### config.mk
export PLATFORM = sky130hd
export DESIGN_NAME = mux12_4_4
export DESIGN_NICKNAME = d
export VERILOG_FILES = /design/src/rtl/mux12_4_4.sv
export SDC_FILE = /design/constraint.sdc
export NUM_CORES = 1
export LEC_CHECK = 0
export ABC_CLOCK_PERIOD_IN_PS = 4700
export BUFFER_PORTS_ARGS = -buffer_cell sky130_fd_sc_hd__clkbuf_2
export CAP_MARGIN = 20
export CORE_MARGIN = 10
export CORE_UTILIZATION = 39
export DETAILED_ROUTE_END_ITERATION = 12
export PLACE_DENSITY = 0.84
export SYNTH_ARGS = -nofsm -noshare
export SYNTH_HDL_FRONTEND = slang
export SYNTH_SLANG_ARGS = --single-unit
### constraint.sdc
create_clock -name clk -period 4.7 [get_ports clk]
set_clock_uncertainty 0.05 [all_clocks]
set_input_delay 1.41 -clock clk [delete_from_list [all_inputs] [get_ports clk]]
set_output_delay 1.41 -clock clk [all_outputs]
set_load 0.1 [all_outputs]
### src/rtl/mux12_4_4.sv
// Registered 12-to-1 selector for WIDTH-bit words; codes 12..15 load OOR_VALUE.
// Optional feature: define MUX12_4_4_SEL_ERR_EN to add the registered sel_err output.
module mux12_4_4 #(
    parameter int unsigned           WIDTH     = 4,
    parameter logic [WIDTH-1:0]      OOR_VALUE = '0
) (
    input  logic             clk,
    input  logic             rst_n,
    input  logic [WIDTH-1:0] D0,
    input  logic [WIDTH-1:0] D1,
    input  logic [WIDTH-1:0] D2,
    input  logic [WIDTH-1:0] D3,
    input  logic [WIDTH-1:0] D4,
    input  logic [WIDTH-1:0] D5,
    input  logic [WIDTH-1:0] D6,
    input  logic [WIDTH-1:0] D7,
    input  logic [WIDTH-1:0] D8,
    input  logic [WIDTH-1:0] D9,
    input  logic [WIDTH-1:0] D10,
    input  logic [WIDTH-1:0] D11,
    input  logic [3:0]       Sin,
`ifdef MUX12_4_4_SEL_ERR_EN
    output logic             sel_err,
`endif
    output logic [WIDTH-1:0] Dout
);

    localparam int unsigned NUM_SRC = 12;

    logic [WIDTH-1:0] mux_c;
    logic             oor_c;

    // Full decode of all 16 codes so undefined selects never produce X.
    always_comb begin
        mux_c = OOR_VALUE;
        oor_c = (Sin >= 4'(NUM_SRC));
        case (Sin)
            4'd0:    mux_c = D0;
            4'd1:    mux_c = D1;
            4'd2:    mux_c = D2;
            4'd3:    mux_c = D3;
            4'd4:    mux_c = D4;
            4'd5:    mux_c = D5;
            4'd6:    mux_c = D6;
            4'd7:    mux_c = D7;
            4'd8:    mux_c = D8;
            4'd9:    mux_c = D9;
            4'd10:   mux_c = D10;
            4'd11:   mux_c = D11;
            default: mux_c = OOR_VALUE;
        endcase
    end

    always_ff @(posedge clk) begin
        if (!rst_n) begin
            Dout <= '0;
        end else begin
            Dout <= mux_c;
        end
    end

`ifdef MUX12_4_4_SEL_ERR_EN
    always_ff @(posedge clk) begin
        if (!rst_n) begin
            sel_err <= 1'b0;
        end else begin
            sel_err <= oor_c;
        end
    end
`else
    logic unused_oor_c;
    assign unused_oor_c = oor_c;
`endif

endmodule

== Yosys cells after proc, flatten, opt, wreduce, memory -nomap -nowiden ==
Cells that the tools add are included.

* Register bits after elaboration: 4
* Input port bits: 54
* Logic and storage cells: 14
* Output and inout port bits: 4

* Eq/ne operators: 11
* Muxes and demuxes: 1
* Reductions and logical operators: 1

{| class="wikitable"
|+ Operators by type and width
! kind !! number
|-
| $pmux 4 s12 || 1
|-
| $eq 4x3->1 const B || 4
|-
| $eq 4x4->1 const B || 4
|-
| $eq 4x2->1 const B || 2
|-
| $eq 4x1->1 const B || 1
|-
| $logic_not 4->1 || 1
|}

== Logic depth before layout (Yosys ltp) ==
* Depth in word-level cells: 2
* Gate-level depth with buffers: 7
* Gate-level depth less buffers: 5

== Worst setup path before layout ==
Ideal clock, no wire load.

* Kind: input-to-reg
* Start: input Sin[1]
* End: register Dout[0]
* Stages: 6
* Setup time: 115 ps
* Data arrival time: 2557 ps
* Setup slack: 1978 ps
* Required time: 4535 ps
* Buffers on the path: 1
* Path through: buf_2 > and2_4 > a22o_1 > a2111oi_2 > o221ai_1 > and2_1

* Word-level cells in the longest chain between the ends: 2
* Elaborated cells between the ends (all ways): 13
* Classes of those cells: 11 x eq/ne; 1 x mux; 1 x reduce/logical

{| class="wikitable"
|+ RTL lines
! item !! RTL line !! RTL
|-
| from (decl) || 21 || <nowiki>input logic [3:0] Sin,</nowiki>
|-
| $eq 4x4->1, or another cell as far along || 37 || <nowiki>case (Sin)</nowiki>
|-
| $pmux 4 s12 (*) || 37 ||
|-
| to (signal assigned) || 58 || <nowiki>Dout <= mux_c;</nowiki>
|-
| to (decl) || 25 || <nowiki>output logic [WIDTH-1:0] Dout</nowiki>
|}

Every way passes the cells marked *; elsewhere a longest branch is shown, timed or not.
A chain may end at the register's enable or synchronous reset.

== Worst setup path in the final report ==
* Start: input Sin[2]
* End: register Dout[0]

The elaborated chain is that of the path after synthesis.

==> reports/results.env <==
PORT-BUFFER-COUNT=57
INITIAL_CORE_UTIL_PCT=41.63
NETLIST_TOP_CELLS_AREA='sky130_fd_sc_hd__dfxtp_1, sky130_fd_sc_hd__a31oi_1, sky130_fd_sc_hd__a221oi_1'
LAYOUT_MIN_CYCLE_TIME_NS=2.764
CTS_MAX_PATH_BUFFERS=2
SYN-INSTANCE-COUNT=80
ROW_COUNT=14
DIE_WIDTH_UM=60.33
FINALSETUPVIOLCOUNT=0
SETUP.WORST_PATH.CLASS='primary input to register'
POWER.SHARE.COMBINATIONAL_PCT=52.4
DETAIL_ROUTE.FIRST_PASS.ITERATIONS=4
P_INT_uW=101.8
TIMING_WORST_SLEW_PIN_VALUE_NS=0.5466
NUMBER_OF_GLOBAL_ROUTE_VIAS_BEFORE_REPAIR=915
AVG_VIAS_PER_CELL=5.752
AREA_GROWTH_SYN_TO_LAYOUT_PCT=44.58
LARGEST-REGISTER='Dout'
WORSTPATHREQUIRED_NS=4.77
TIMING.CRITICAL_PATH.FANOUT_MAX=19
MIN_PERIOD_OVER_PERIOD_PCT=58.81
HOLD_PATH_STARTPOINT='rst_n'
POWER_SWITCHING_SHARE_PCT=39.79
POWER_SWITCHING_uW=67.30
CTS_SINKS=4
ANTENNA_VIOLATIONS_BEFORE_REPAIR=0
DOMINANTREGCELLSYNTH='sky130_fd_sc_hd__dfxtp_1'
SYNTH.CELL_AREA_SQ_UM=634.4
YS_FF_LATCH=4
SYNTH-EDFF-COUNT=0
NETS_IN_THE_SYNTHESIZED_NETLIST=134
GR-USAGE-MET3_PCT=6.889
DIE-HEIGHT_UM=60.33
CTS_SETUP_BUFFERS=0
MAX_FREQ_GHz=0.3618
CTS_ROOT_BUF='sky130_fd_sc_hd__clkbuf_4'
SETUP_WS_NS=1.936
LARGEST_REGISTER_FFS=4
GR-MAX-USAGE-LAYER='met2'
TRITONCTS_CLOCK_TREE='built'
WIRELENGTH_UM=2481
GRT_PASS1_WL_UM=3712
LAYOUT.CELLS.NON_FILLER=149
TOTALPOWERFINAL_uW=169.1
FIN_SETUP_TNS_NS=0
MAX_SLEW_MARGIN_PCT=63.72
CLOCK_TREE.HTREE_LEVEL_COUNT=1
CLOCK_SHARE_OF_POWER_PCT=25.3
IR_DROP_WORST_CASE_VDD_mV=0.08390
SYNTHTOPCELLSBYCOUNT='sky130_fd_sc_hd__a31oi_1, sky130_fd_sc_hd__nand2_1, sky130_fd_sc_hd__dfxtp_1'
CP_TOP_FAMILY='compound AO/OA/AOI/OAI gates'
YS_ASYNC_SR_FRACTION_PCT=0
POST_CTS.RESIZED_INSTANCES=0
CELLPOWERDENSITY_nW_PER_UM2=184.4
AVERAGE_CELL_AREA_AFTER_SYNTHESIS_SQ_UM=7.929
DIEAREA_SQ_UM=3640
CRITICAL_PATH_BUF_INV_COUNT=1
SLOWEST_DELAY_NS=0.36
CRITICAL_PATH_CELL_BY_CELL='clkbuf_2 -> and2_4 -> a22o_1 -> a2111oi_2 -> o221ai_1 -> and2_1'
FINAL.FILL_COUNT=140
TOTAL_LEAKAGE_POWER_uW=0.0004622
YOSYSSEQAREASHARE_PCT=12.62
GRT_UTIL_MET1_PCT=13.44
GRT_USE_TOTAL_PCT=12.68
TOTAL_VIA_COUNT_IN_THE_ROUTED_DESIGN=857
POST-PLACE-CELLS=146
YS_WARN_COUNT=0
POST-SYNTH-TOP-AREA-CELL='sky130_fd_sc_hd__dfxtp_1'
POST_PLACE_WORST_SLACK_NS=1.691
DRT-INITIAL-DRC-COUNT=13
DETAILEDPLACEMENTHPWL_UM=2118
POWER_FRAC_SEQ_PCT=22.4
TIMING.HOLD.WORST_ENDPOINT='Dout[1]'
PIN_COUNT_OF_THE_BIGGEST_NET_ENTERING_GLOBAL_ROUTING=24
SYNTH_TOP_AREA_SHARE_PCT=12.62
CORE_AREA_SQ_UM=1524
REG_TOP3='Dout: 4 flops'
CTS_BUFFERS=3
CP_DATA_ARRIVAL_TIME_NS=2.84
TOP_LEVEL_PORTS=58
HOLD_VIOL_FINAL=0
TIMING.HOLD.WS_NS=1.433
STATUS='complete, no violations'
FINAL_LAYOUT_SIZE_SUFFIX_GT1_SHARE_PCT=49.62
DETAIL-ROUTE-ANTENNA-NETS=0
HOLD_PATH.CLASS='primary input to register'
SYNTH_CELL_TYPE_COUNT=46
DETAILED_ROUTE_DRC_ERROR_COUNT=0
GRT.MET2_USAGE_PCT=21.76
CRITPATHCAPTURETYPE='register'
PLACE.GP.CONGESTION=0.8824
HOLD_PATH_DEPTH=2
SLEW_VIOLATIONS=0
FINAL_NETS=189
CELL_WITH_THE_LARGEST_STAGE_DELAY_ON_THE_WORST_PATH='sky130_fd_sc_hd__a2111oi_2'
GRT_OVERFLOW_TOTAL=0
CTSHOLDBUFFERS=0
CRIT_PATH_START_KIND='primary input'
GRT_SETUP_UNREPAIRED='false'
ROUTEDWLPERCELL_UM=16.65
MAX_CAP_VIOLATIONS=0
CLK_PIN_SLEW_NS=0.04
ANTENNA_CELLS=0
[cell usage in the layout (no fill, tap or decap), drive strengths merged, types with 3 or more instances in the layout]
master / count
and2: 4
inv: 3
a221oi: 3
nand2: 5
o21ai: 3
nor2: 3
a31oi: 5
nor2b: 3
dfxtp: 4
mux2: 3
clkbuf: 60
[cells by family (layout without fill, tap and decap cells)]
kind of cell / count (synthesis) / after routing / share of synthesized area (%)
mux: 5 / 5 / 10.45
buf+inv: 10 / 63 / 8.874
simple gates: 30 / 30 / 29.98
flops: 4 / 4 / 12.62
compound gates: 31 / 31 / 38.07
[power groups by stage]
stage | Combinational [uW] | Sequential (uW) | Clock, uW
5_1_grt | 95.2 | 38.1 | 47.1
3_5_place_dp | 88.6 | 38.4 | 0
4_1_cts | 88.9 | 37.8 | 43.9
6_report | 88.6 | 37.8 | 42.8
2_1_floorplan | 37.1 | 60.5 | 0
3_3_place_gp | 86.3 | 38.5 | 0
[worst max-delay path by stage]
stage / start / to / slack, ns / cells past startpoint
3_5_place_dp: Sin[2] / Dout[0] / 1.69 / 6
2_1_floorplan: Sin[1] / Dout[0] / 1.98 / 6
5_1_grt: Sin[2] / Dout[0] / 1.85 / 6
4_1_cts: Sin[2] / Dout[0] / 1.93 / 6
3_3_place_gp: Sin[2] / Dout[0] / 1.77 / 6
6_report: Sin[2] / Dout[0] / 1.94 / 6
[layer usage]
metal,part of all wire (%),up-vias
li1,-,433
met1,40,384
met2,48,38
met3,12,2
met4,0.56,0
met5,0,-
[area by class of cell]
| type | instances | area [sq um] | share of cell area, % |
|---|---|---|---|
| Clock buffer | 3 | 22.52 | 2.456 |
| Tap cell | 16 | 20.02 | 2.183 |
| Multi-Input combinational cell | 66 | 498.0 | 54.30 |
| Timing Repair Buffer | 57 | 285.3 | 31.11 |
| Sequential cell | 4 | 80.08 | 8.731 |
| Inverter | 3 | 11.26 | 1.228 |
[stage by stage]
step	cell area (sq um)	utilization [%]
3_3_place_gp	894.6	58.70
4_1_cts	917.1	60.18
3_5_place_dp	894.6	58.70
2_1_floorplan	634.4	-
5_1_grt	917.1	60.18
6_report	917.1	60.18
No activity file was read; power rests on OpenSTA's default activity.
